==> src/rtl/mmio_output_bank.sv <==
// ============================================================================
// Module   : mmio_output_bank
// Brief    : Bank of memory-mapped output ports with SET/CLR/TGL aliases and
//            prescaled per-port blink masks. MMIO_OUTPUT_BANK_READBACK_EN
//            enables register readback; otherwise the bank is write-only.
// Revision : 1.0 - initial release
// ============================================================================
`default_nettype none

module mmio_output_bank #(
   parameter int DATA_WIDTH = 8,
   parameter int NUM_PORTS  = 4,
   parameter int ADDR_WIDTH = 5,
   parameter int BLINK_DIV  = 50000
) (
   input  logic                            clk,
   input  logic                            reset,
   input  logic                            cs,
   input  logic                            we,
   input  logic                            re,
   input  logic [ADDR_WIDTH-1:0]           addr,
   input  logic [DATA_WIDTH-1:0]           wdata,
   output logic [DATA_WIDTH-1:0]           rdata,
   output logic                            rdata_valid,
   output logic [NUM_PORTS*DATA_WIDTH-1:0] port_out,
   output logic                            blink_tick
);

   localparam int                c_cnt_w   = (BLINK_DIV > 1) ? $clog2(BLINK_DIV) : 1;
   localparam logic [c_cnt_w-1:0] c_cnt_max = c_cnt_w'(BLINK_DIV - 1);

   logic [c_cnt_w-1:0]    cnt_q, cnt_d;
   logic                  tick_q, tick_d;
   logic                  rdata_valid_q;
   logic [DATA_WIDTH-1:0] port_q [NUM_PORTS];
   logic [DATA_WIDTH-1:0] port_d [NUM_PORTS];
   logic [DATA_WIDTH-1:0] mask_q [NUM_PORTS];
   logic [DATA_WIDTH-1:0] mask_d [NUM_PORTS];
   logic                  w_wr;
   logic                  w_rd;

   assign w_wr = cs & we;
   assign w_rd = cs & re;

   // tick_q is high exactly while the counter sits at its terminal value
   always_comb begin
      cnt_d  = (cnt_q == c_cnt_max) ? '0 : cnt_q + 1'b1;
      tick_d = (cnt_d == c_cnt_max);
   end

   always_comb begin
      for (int p = 0; p < NUM_PORTS; p++) begin
         port_d[p] = port_q[p];
         mask_d[p] = mask_q[p];
         if (tick_q) begin
            port_d[p] = port_q[p] ^ mask_q[p];
         end
         // A CPU write to the port overrides that port's blink toggle
         if (w_wr) begin
            if (addr == ADDR_WIDTH'(4 * p)) begin
               port_d[p] = wdata;
            end
            if (addr == ADDR_WIDTH'(4 * p + 1)) begin
               port_d[p] = port_q[p] | wdata;
            end
            if (addr == ADDR_WIDTH'(4 * p + 2)) begin
               port_d[p] = port_q[p] & ~wdata;
            end
            if (addr == ADDR_WIDTH'(4 * p + 3)) begin
               port_d[p] = port_q[p] ^ wdata;
            end
            if (addr == ADDR_WIDTH'(4 * NUM_PORTS + p)) begin
               mask_d[p] = wdata;
            end
         end
      end
   end

   always_ff @(posedge clk) begin
      if (reset) begin
         cnt_q         <= '0;
         tick_q        <= 1'b0;
         rdata_valid_q <= 1'b0;
         for (int p = 0; p < NUM_PORTS; p++) begin
            port_q[p] <= '0;
            mask_q[p] <= '0;
         end
      end else begin
         cnt_q         <= cnt_d;
         tick_q        <= tick_d;
         rdata_valid_q <= w_rd;
         for (int p = 0; p < NUM_PORTS; p++) begin
            port_q[p] <= port_d[p];
            mask_q[p] <= mask_d[p];
         end
      end
   end

   generate
      for (genvar g = 0; g < NUM_PORTS; g++) begin : g_port_out
         assign port_out[g*DATA_WIDTH +: DATA_WIDTH] = port_q[g];
      end
   endgenerate

   assign blink_tick  = tick_q;
   assign rdata_valid = rdata_valid_q;

`ifdef MMIO_OUTPUT_BANK_READBACK_EN
   logic [DATA_WIDTH-1:0] rdata_q;
   logic [DATA_WIDTH-1:0] w_rd_val;

   // Reads sample the registers before any same-cycle write lands
   always_comb begin
      w_rd_val = '0;
      for (int p = 0; p < NUM_PORTS; p++) begin
         for (int k = 0; k < 4; k++) begin
            if (addr == ADDR_WIDTH'(4 * p + k)) begin
               w_rd_val = port_q[p];
            end
         end
         if (addr == ADDR_WIDTH'(4 * NUM_PORTS + p)) begin
            w_rd_val = mask_q[p];
         end
      end
   end

   always_ff @(posedge clk) begin
      if (reset) begin
         rdata_q <= '0;
      end else if (w_rd) begin
         rdata_q <= w_rd_val;
      end
   end

   assign rdata = rdata_q;
`else
   assign rdata = '0;
`endif

endmodule

`default_nettype wire

==> config.mk <==
export PLATFORM = sky130hd
export DESIGN_NAME = mmio_output_bank
export DESIGN_NICKNAME = d
export VERILOG_FILES = /design/src/rtl/mmio_output_bank.sv
export SDC_FILE = /design/constraint.sdc
export NUM_CORES = 1
export LEC_CHECK = 0
export ABC_CLOCK_PERIOD_IN_PS = 2000
export BUFFER_PORTS_ARGS = -buffer_cell sky130_fd_sc_hd__buf_4
export CELL_PAD_IN_SITES_DETAIL_PLACEMENT = 2
export CELL_PAD_IN_SITES_GLOBAL_PLACEMENT = 2
export CORE_MARGIN = 2
export CORE_UTILIZATION = 32
export DETAILED_ROUTE_END_ITERATION = 10
export GPL_TIMING_DRIVEN = 0
export PLACE_DENSITY_LB_ADDON = 0.25
export SYNTH_ARGS = -nofsm -noshare
export SYNTH_HDL_FRONTEND = slang
export SYNTH_SLANG_ARGS = --single-unit
==> constraint.sdc <==
create_clock -name clk -period 2 [get_ports clk]
set_input_delay 0 -clock clk [delete_from_list [all_inputs] [get_ports clk]]
set_output_delay 0 -clock clk [all_outputs]
set_load 0.02 [all_outputs]
==> results.toml, run 1 <==
[synth]
async_flop_share = 0
syn-cell-area_mm2 = 0.00575
synth_top_cells_by_count = "82 x dfxtp_1, 78 x nor2_1, 71 x a21oi_1, 68 x nand2_1, 65 x ha_1"
synth_warnings = 0
synthMostInstantiatedCell = "dfxtp_1"
synthCells = 725
synth-main-ff-cell = "dfxtp_1"
seq_area_frac_synth = 0.286
ys_types = 51
ys_ff_latch = 82
avgSynthCellArea_um2 = 7.93
synth-edff-count = 0
synth_largest_area_cell = "dfxtp_1"
synth_area_leaders = "dfxtp_1 29%, ha_1 14%, a21oi_1 6.2%"
yosys.area.top_type_share = 0.286

[sta]
skew_ns = 0.00553
max_freq_mhz = 513
relSlewSlack = 0.451
tns_ns = 0
hold_viol_final = 0
fin_crit_sh = 0.974
fin_ws_ns = 0.0524
hold_slack_ns = -0.000000583
layout_min_cycle_time_ns = 1.95
tightest_slew_ns = 0.824
slew_violations = 0
setup-violations-final = 0

[critical_path]
crit_type = "flip-flop to flip-flop"
cp_top_family = "compound AO/OA/AOI/OAI gates"
path_cells = "ha_4 > inv_2 > or4_4 > a221o_1 > a2111oi_4"
max_stage_delay_ns = 0.50
worstPathMaxFanout = 4
slowest_stage = "or4_4"
critPathBufInv = 1
critPathRequiredTime_ns = 2.24
critPathArrivalTime_ns = 2.19
critPathLaunchType = "flip-flop"
end_kind = "flip-flop"

[pwr]
p_per_area_mw_per_mm2 = 607
p_leak_nw = 3.01
total_power_mw = 4.21
ir_worst_vdd_uv = 410

[detailed_routing]
final_antenna_net_count = 0
routedWlPerCell_um = 22.6
vias = 5747
vias_per_cell = 5.52
totalWireLength_um = 23500
firstDrtPassIters = 5
drc = 0
drt-initial-drc-count = 260

[cts]
tritoncts = "yes"
clk_pin_slew_ns = 0.07
insertion_delay_ns = 0.35
cts_num_sinks = 82
ctsHtreeMaxLevel = 3
clk_path_buf_depth = 2
cts_made_buffers = 9
cts_root_buf = "clkbuf_16"

[run_status]
outcome = "finished with violations"
violations = "hold timing"

[job]
max_cap_violations = 0

[finish]
n_antenna_cell = 0
fillers = 2030
drive_above_1_share = 0.143
nets = 890
area_delta_synth_final_pct = 20.6

[global_routing]
grt.overflow.total = 0
antenna_found_initial = 0
track_usage = 0.249
grt_pass1_wl_um = 37000
grt_pass1_vias = 6399
grt_max_degree = 16

[die]
die_w_um = 138
dieArea_mm2 = 0.0191
die_h_um = 138
core_mm2 = 0.0178
io_pins = 60
row_count = 49
initial_core_util = 0.323

[place]
dp.final_hpwl_um = 16900
io_buffers = 50
place.gp.congestion = 0.853
pre_cts_slack_ns = -0.533

[worst_hold_path]
hold_class = "primary input to flip-flop"
==> cell families (layout without fill, tap and decap cells) <==
group,count (synthesis),in the layout,synth area share
and+or+nand+nor,208,208,0.166
AOI/OAI and AO/OA,203,203,0.216
buffers and inverters,92,172,0.0705
DFF,82,82,0.286
adders and majority gates,65,65,0.141
xor gates and xnor gates,47,47,0.0716
muxes,27,27,0.0481
other,1,8,0.000652
==> repair_timing <==
action	in CTS	in global routing
endpoints found under the setup margin	21	10
hold buffers	8	0
resized for setup	21	12
setup buffers	2	4
hold endpoints to repair	21	0
pin swaps	3	4
==> worst min-delay path: stages <==
cell and delay (ns):
buf_4 0.15, mux2i_1 0.08, nor2_1 0.08
==> power by group <==
group          internal [mW]  leakage (nW)  total, mW  switching (mW)
sequential              1.68         0.670       1.74          0.0533
clock                  0.853         0.133       1.66           0.807
combinational          0.304          2.21      0.810           0.506
==> placed cells by master, fill, tap and decap left out, types with 32 or more instances in the layout <==
master and instances:
buf_4 67, inv_1 41, a221oi_1 32, xnor2_1 40, o21ai_0 60, a21oi_1 71, ha_1 64, nand2_1 67
dfxtp_1 76, nor2_1 78
==> state kept, by name, summed over array words and instances, names as in the netlist <==
name         cells
rdata_valid      1
mask_q          32
port_q          32
cnt_q           16
blink_tick       1
==> metrics by stage <==
step	hold WS (ns)	instance area (um2)	std cells	util
finish	-0.000000583	6930	1041	0.390
global route	0.0140	6930	1041	0.390
CTS	0.00195	6880	1037	0.387
detailed placement	0.257	6440	1011	0.362
global placement	0.213	6440	1011	0.362
floorplan	0.114	5770	732	-
==> layer usage <==
metal,wire (um),track usage,up-vias
li1,-,-,2662
met4,483,0.0720,0
met5,0,0,-
met2,11600,0.433,129
met3,912,0.0270,27
met1,10500,0.327,2929
==> layout make-up <==
| type | count | area [um2] | share of cell area |
|---|---|---|---|
| Clock inverter | 7 | 51.3 | 0.00740 |
| Clock buffer | 9 | 225 | 0.0325 |
| Buffer | 50 | 272 | 0.0392 |
| Inverter | 42 | 158 | 0.0227 |
| Tap cell | 229 | 287 | 0.0413 |
| Timing Repair Buffer | 64 | 500 | 0.0722 |
| Sequential cell | 82 | 1650 | 0.238 |
| Multi-Input combinational cell | 558 | 3790 | 0.547 |
==> final timing paths <==
check | from | end | slack, ns | cells after the start
worst min-delay path | wdata[4] | mask_q[3][4] | -0.0000006 | 3
worst min register to register | mask_q[0][4] | mask_q[0][4] | 0.46 | 2
worst max-delay path | cnt_q[0] | blink_tick | 0.05 | 5
worst max register to register | cnt_q[0] | blink_tick | 0.05 | 5
No activity file was read; power rests on OpenSTA's default activity.
==> inputs of run 2 (changes only) <==
--- a/config.mk
+++ b/config.mk
@@ -5,12 +5,12 @@
 export SDC_FILE = /design/constraint.sdc
 export NUM_CORES = 1
 export LEC_CHECK = 0
-export ABC_CLOCK_PERIOD_IN_PS = 2000
+export ABC_CLOCK_PERIOD_IN_PS = 2500
 export BUFFER_PORTS_ARGS = -buffer_cell sky130_fd_sc_hd__buf_4
 export CELL_PAD_IN_SITES_DETAIL_PLACEMENT = 2
 export CELL_PAD_IN_SITES_GLOBAL_PLACEMENT = 2
 export CORE_MARGIN = 2
-export CORE_UTILIZATION = 32
+export CORE_UTILIZATION = 38
 export DETAILED_ROUTE_END_ITERATION = 10
 export GPL_TIMING_DRIVEN = 0
 export PLACE_DENSITY_LB_ADDON = 0.25
==> constraint.sdc (replaced) <==
create_clock -name clk -period 2.5 [get_ports clk]
set_input_delay 0 -clock clk [delete_from_list [all_inputs] [get_ports clk]]
set_output_delay 0 -clock clk [all_outputs]
set_load 0.02 [all_outputs]
==> run 2 against run 1 <==
The flow now finishes without violations. Clock power shrank 4%. Cell area down 1.8%. Utilization is 7.5 points higher. Via count grew 1.0%. Sequential share of layout area rose by 0.30 points. Clock skew hardly changed. Combinational power decreased by 19%. Non-clock buffer count down 5. Sequential cell count stayed put. Sequential power decreased by 20%. Global-route usage is 5.1 points higher. Highest routed layer unchanged.
==> results.toml, run 2 (same netlist as run 1, synthesis figures left out) <==
[detailed_routing]
vias = 5807
firstDrtPassIters = 5
routedWlPerCell_um = 24.3
totalWireLength_um = 24000
drc = 0
drt-initial-drc-count = 383
vias_per_cell = 5.86
final_antenna_net_count = 0

[critical_path]
crit_type = "flip-flop to flip-flop"
end_kind = "flip-flop"
critPathLaunchType = "flip-flop"
slowest_stage = "dfxtp_1"
path_cells = "clkbuf_2 > buf_1 > nand2_1 > xnor2_1 > a21oi_1 > o21bai_1 > a221oi_1"
worstPathMaxFanout = 10
critPathArrivalTime_ns = 2.55
max_stage_delay_ns = 0.49
critPathRequiredTime_ns = 2.75

[finish]
nets = 885
layoutNonFillerInstCount = 991
drive_above_1_share = 0.113
fillers = 1694
fin_util = 0.465
multi_input_area_mm2 = 0.00373
largest_registers = "mask_q x32, port_q x32, cnt_q x16"
n_antenna_cell = 0
area_delta_synth_final_pct = 18.4
final-seq-area_mm2 = 0.00164
layout_common_cells = "82 x dfxtp_1, 78 x nor2_1, 71 x a21oi_1"
mostFrequentLayoutCell = "dfxtp_1"

[sta]
rsz0062_at_grt = "false"
setup-violations-final = 0
hold_viol_final = 0
hold_slack_ns = 0.00436
max_freq_mhz = 434
relSlewSlack = 0.459
layout_min_cycle_time_ns = 2.31
slew_violations = 0
fin_ws_ns = 0.195
skew_ns = 0.00582
tightest_slew_ns = 0.810
fin_crit_sh = 0.922

[die]
io_pins = 60
dieArea_mm2 = 0.0161
die_h_um = 127
initial_core_util = 0.393
row_count = 44
die_w_um = 127
core_mm2 = 0.0146

[place]
pre_cts_slack_ns = -0.0204
dp.final_hpwl_um = 16300
dp_cells = 966
place.gp.congestion = 0.867
io_buffers = 50

[cts]
ctsHtreeMaxLevel = 3
cts_root_buf = "clkbuf_16"
cts_num_sinks = 82
tritoncts = "yes"
insertion_delay_ns = 0.35
postCtsSetupRepairBufs = 0
clk_path_buf_depth = 2
cts_made_buffers = 9
clk_pin_slew_ns = 0.07

[pwr]
ir_worst_vdd_uv = 312
total_power_mw = 3.64
p_per_area_mw_per_mm2 = 534
p_leak_nw = 2.98

[global_routing]
grt_pass1_wl_um = 37000
antenna_found_initial = 0
grt_max_degree = 14
track_usage = 0.300
grt_pass1_vias = 6466
grt.overflow.total = 0

[run_status]
outcome = "finished clean"

[worst_hold_path]
hold_class = "primary input to flip-flop"

[job]
max_cap_violations = 0
## run 2: changes by cell type in the layout (fill, tap and decap cells not counted), moves of 2 or more
cell and change:
buf_4 -9, dfxtp_1 +6, dfxtp_2 -5, buf_2 +3, bufinv_16 +3, clkbuf_1 +3
inv_6 -3, buf_6 -2
## run 2: final timing paths
check                     from            to  slack [ns]  cells after the start
hold reg to reg   mask_q[0][3]  mask_q[0][3]        0.46                      2
hold / removal        wdata[6]  mask_q[3][6]       0.004                      3
setup / recovery    blink_tick  port_q[0][7]        0.19                      7
setup reg to reg    blink_tick  port_q[0][7]        0.19                      7
## run 2: per-stage QoR
step / cell area (um2) / setup TNS [ns]
global route: 6810 / 0
global placement: 6380 / 0
CTS: 6810 / 0
floorplan: 5770 / 0
finish: 6810 / 0
detailed placement: 6380 / -0.0204
## run 2: layout make-up
type | instances | area share
clock buffers | 11 | 0.0342
clock inverters | 5 | 0.0151
inverters | 42 | 0.0232
well taps | 184 | 0.0338
plain buffers | 50 | 0.0366
multi-input cells | 558 | 0.548
repair buffers | 59 | 0.0684
flip-flops and latches | 82 | 0.241
## run 2: power by group
part	internal (mW)	switching (mW)	total [mW]
Clock	0.978	0.613	1.59
Sequential	1.35	0.0398	1.39
Combinational	0.242	0.417	0.660
## run 2: worst max-delay path: cells and delay by family, from the launching register on
kind / cells / cell delay, ns
flip-flops: 1 / 0.49
XOR/XNOR: 1 / 0.17
AO/OA/AOI/OAI: 3 / 0.59
AND/OR/NAND/NOR: 1 / 0.13
buffers and inverters: 2 / 0.81
## run 2: what timing repair did
action                                  in CTS  in global routing
endpoints found under the hold margin       11                  0
hold buffers                                 9                  0
endpoints found under the setup margin       7                  0
gates resized for setup                      1                  0
## run 2: layer usage
layer  vias to the layer above  GRT usage  part of all wire  wire, um
met2                       172      0.528              0.50     12000
met3                        65     0.0389             0.036       860
li1                       2647          -                 -         -
met5                         -          0                 0         0
met1                      2923      0.363              0.42     10100
met4                         0      0.144             0.043      1040
==> inputs of run 3 (changes only) <==
--- a/config.mk
+++ b/config.mk
@@ -14,6 +14,7 @@
 export DETAILED_ROUTE_END_ITERATION = 10
 export GPL_TIMING_DRIVEN = 0
 export PLACE_DENSITY_LB_ADDON = 0.25
+export SETUP_SLACK_MARGIN = 0.3
 export SYNTH_ARGS = -nofsm -noshare
 export SYNTH_HDL_FRONTEND = slang
 export SYNTH_SLANG_ARGS = --single-unit
==> run 3 against run 2 <==
Clock power barely moved. Sequential cell count stayed put. Routed wire length up 0.12%. Global-route usage is the same. Non-clock buffer count did not move. Cell area up 0.31%. Power rose by 0.13%. Count of clock-buffer cells in the layout unchanged. Combinational power about the same. Utilization increased by 0.15 points. Cell count is the same. Via count about the same. Critical endpoint is now blink_tick. Largest power group unchanged.
==> results.toml, run 3 (same netlist as run 1, synthesis figures left out) <==
[detailed_routing]
firstDrtPassIters = 5
routedWlPerCell_um = 24.3
drc = 0
drt-initial-drc-count = 446
final_antenna_net_count = 0
totalWireLength_um = 24100
vias_per_cell = 5.86
vias = 5806

[finish]
drive_above_1_share = 0.120
final_area_mm2 = 0.00683
mostFrequentLayoutCell = "dfxtp_1"
area_delta_synth_final_pct = 18.8
nets = 885
n_antenna_cell = 0
layoutNonFillerInstCount = 991
largest_registers = "mask_q x32, port_q x32, cnt_q x16"
layout_common_cells = "82 x dfxtp_1, 78 x nor2_1, 71 x a21oi_1"

[cts]
clk_path_buf_depth = 2
clk_pin_slew_ns = 0.07
cts_made_buffers = 9
cts_root_buf = "clkbuf_16"
postCtsSetupRepairBufs = 0
tritoncts = "yes"
insertion_delay_ns = 0.36
cts_num_sinks = 82
ctsHtreeMaxLevel = 3

[sta]
fin_crit_sh = 0.836
skew_ns = 0.00968
relSlewSlack = 0.453
rsz0062_at_grt = "true"
setup-violations-final = 0
slew_violations = 0
tightest_slew_ns = 0.819
max_freq_mhz = 479
hold_viol_final = 0
layout_min_cycle_time_ns = 2.09
tns_ns = 0

[critical_path]
critPathRequiredTime_ns = 2.74
slowest_stage = "or3b_2"
reg2reg_slack_ns = 0.41
crit_type = "flip-flop to flip-flop"
critPathLaunchType = "flip-flop"
cp_top_family = "simple AND/OR/NAND/NOR gates"
critPathArrivalTime_ns = 2.33
reg2reg_depth = 6
reg2reg_from = "cnt_q[5]"
end_kind = "flip-flop"
regToRegEndpoint = "blink_tick"
worstPathMaxFanout = 10
critPathBufInv = 1
path_cells = "buf_2 > nand4_1 > nor4_2 > xnor2_1 > or3b_2 > a2111oi_1"
max_stage_delay_ns = 0.48

[worst_hold_path]
hold-path-endpoint = "mask_q[3][6]"
holdPathStages = 3
worstHoldStart = "wdata[6]"
hold_class = "primary input to flip-flop"

[place]
place.gp.congestion = 0.867
dp_cells = 966
io_buffers = 50
dpl_cell_area_mm2 = 0.00638
dp.final_hpwl_um = 16300

[die]
dieArea_mm2 = 0.0161
core_mm2 = 0.0146
row_count = 44
io_pins = 60
die_w_um = 127
initial_core_util = 0.393
die_h_um = 127

[global_routing]
antenna_found_initial = 0
grt.overflow.total = 0
grt_max_degree = 14
grt_pass1_wl_um = 37000
grt_pass1_vias = 6466
track_usage = 0.300

[pwr]
p_leak_nw = 2.98
ir_worst_vdd_uv = 313
p_per_area_mw_per_mm2 = 533

[job]
max_cap_violations = 0

[run_status]
outcome = "finished clean"
-- run 3: tightest hold or removal path, cell delays in order --
cell,delay (ns)
buf_4,0.15
mux2i_1,0.08
nor2_1,0.08
-- run 3: per-layer routing --
layer | up-vias | routed length, um | global-route usage
li1 | 2647 | - | -
met1 | 2917 | 9960 | 0.363
met2 | 172 | 12000 | 0.528
met3 | 70 | 1020 | 0.0389
met4 | 0 | 1050 | 0.144
met5 | - | 0 | 0
-- run 3: final cells by class --
type / count / area (um2)
tap: 184 / 230
sequential: 82 / 1640
clock buffer: 11 / 233
timing repair buffer: 59 / 465
buffer: 50 / 254
multi-input combinational: 558 / 3740
clock inverter: 5 / 103
fill: 1685 / 7820
inverter: 42 / 158
-- run 3: timing repair --
| action | in CTS | in global routing |
|---|---|---|
| hold buffers | 9 | 0 |
| endpoints found under the hold margin | 11 | 0 |
| resized for setup | 3 | 7 |
| endpoints found under the setup margin | 12 | 5 |
| pin swaps | 0 | 2 |
-- run 3: worst max path at each step --
| stage | slack (ns) | cells after the start | end | from |
|---|---|---|---|---|
| 3_3_place_gp | 0.07 | 7 | port_q[1][6] | blink_tick |
| 2_1_floorplan | 0.62 | 6 | blink_tick | cnt_q[5] |
| 3_5_place_dp | -0.02 | 7 | port_q[0][7] | blink_tick |
| 6_report | 0.41 | 6 | blink_tick | cnt_q[5] |
| 5_1_grt | 0.23 | 6 | blink_tick | cnt_q[5] |
| 4_1_cts | 0.33 | 6 | blink_tick | cnt_q[5] |
-- run 3: stage by stage --
stage,hold WS [ns],total power [mW],utilization,setup WS [ns]
floorplan,0.114,1.78,-,0.621
CTS,0.00712,3.64,0.465,0.330
finish,0.00686,3.64,0.466,0.410
detailed placement,0.235,2.04,0.436,-0.0204
global route,0.0246,3.76,0.466,0.233
global placement,0.210,1.99,0.436,0.0717
-- run 3: power breakdown --
group / switching, mW / internal, mW / total [mW]
combinational: 0.417 / 0.242 / 0.659
clock: 0.618 / 0.978 / 1.60
sequential: 0.0396 / 1.35 / 1.39
total: 1.07 / 2.57 / 3.64
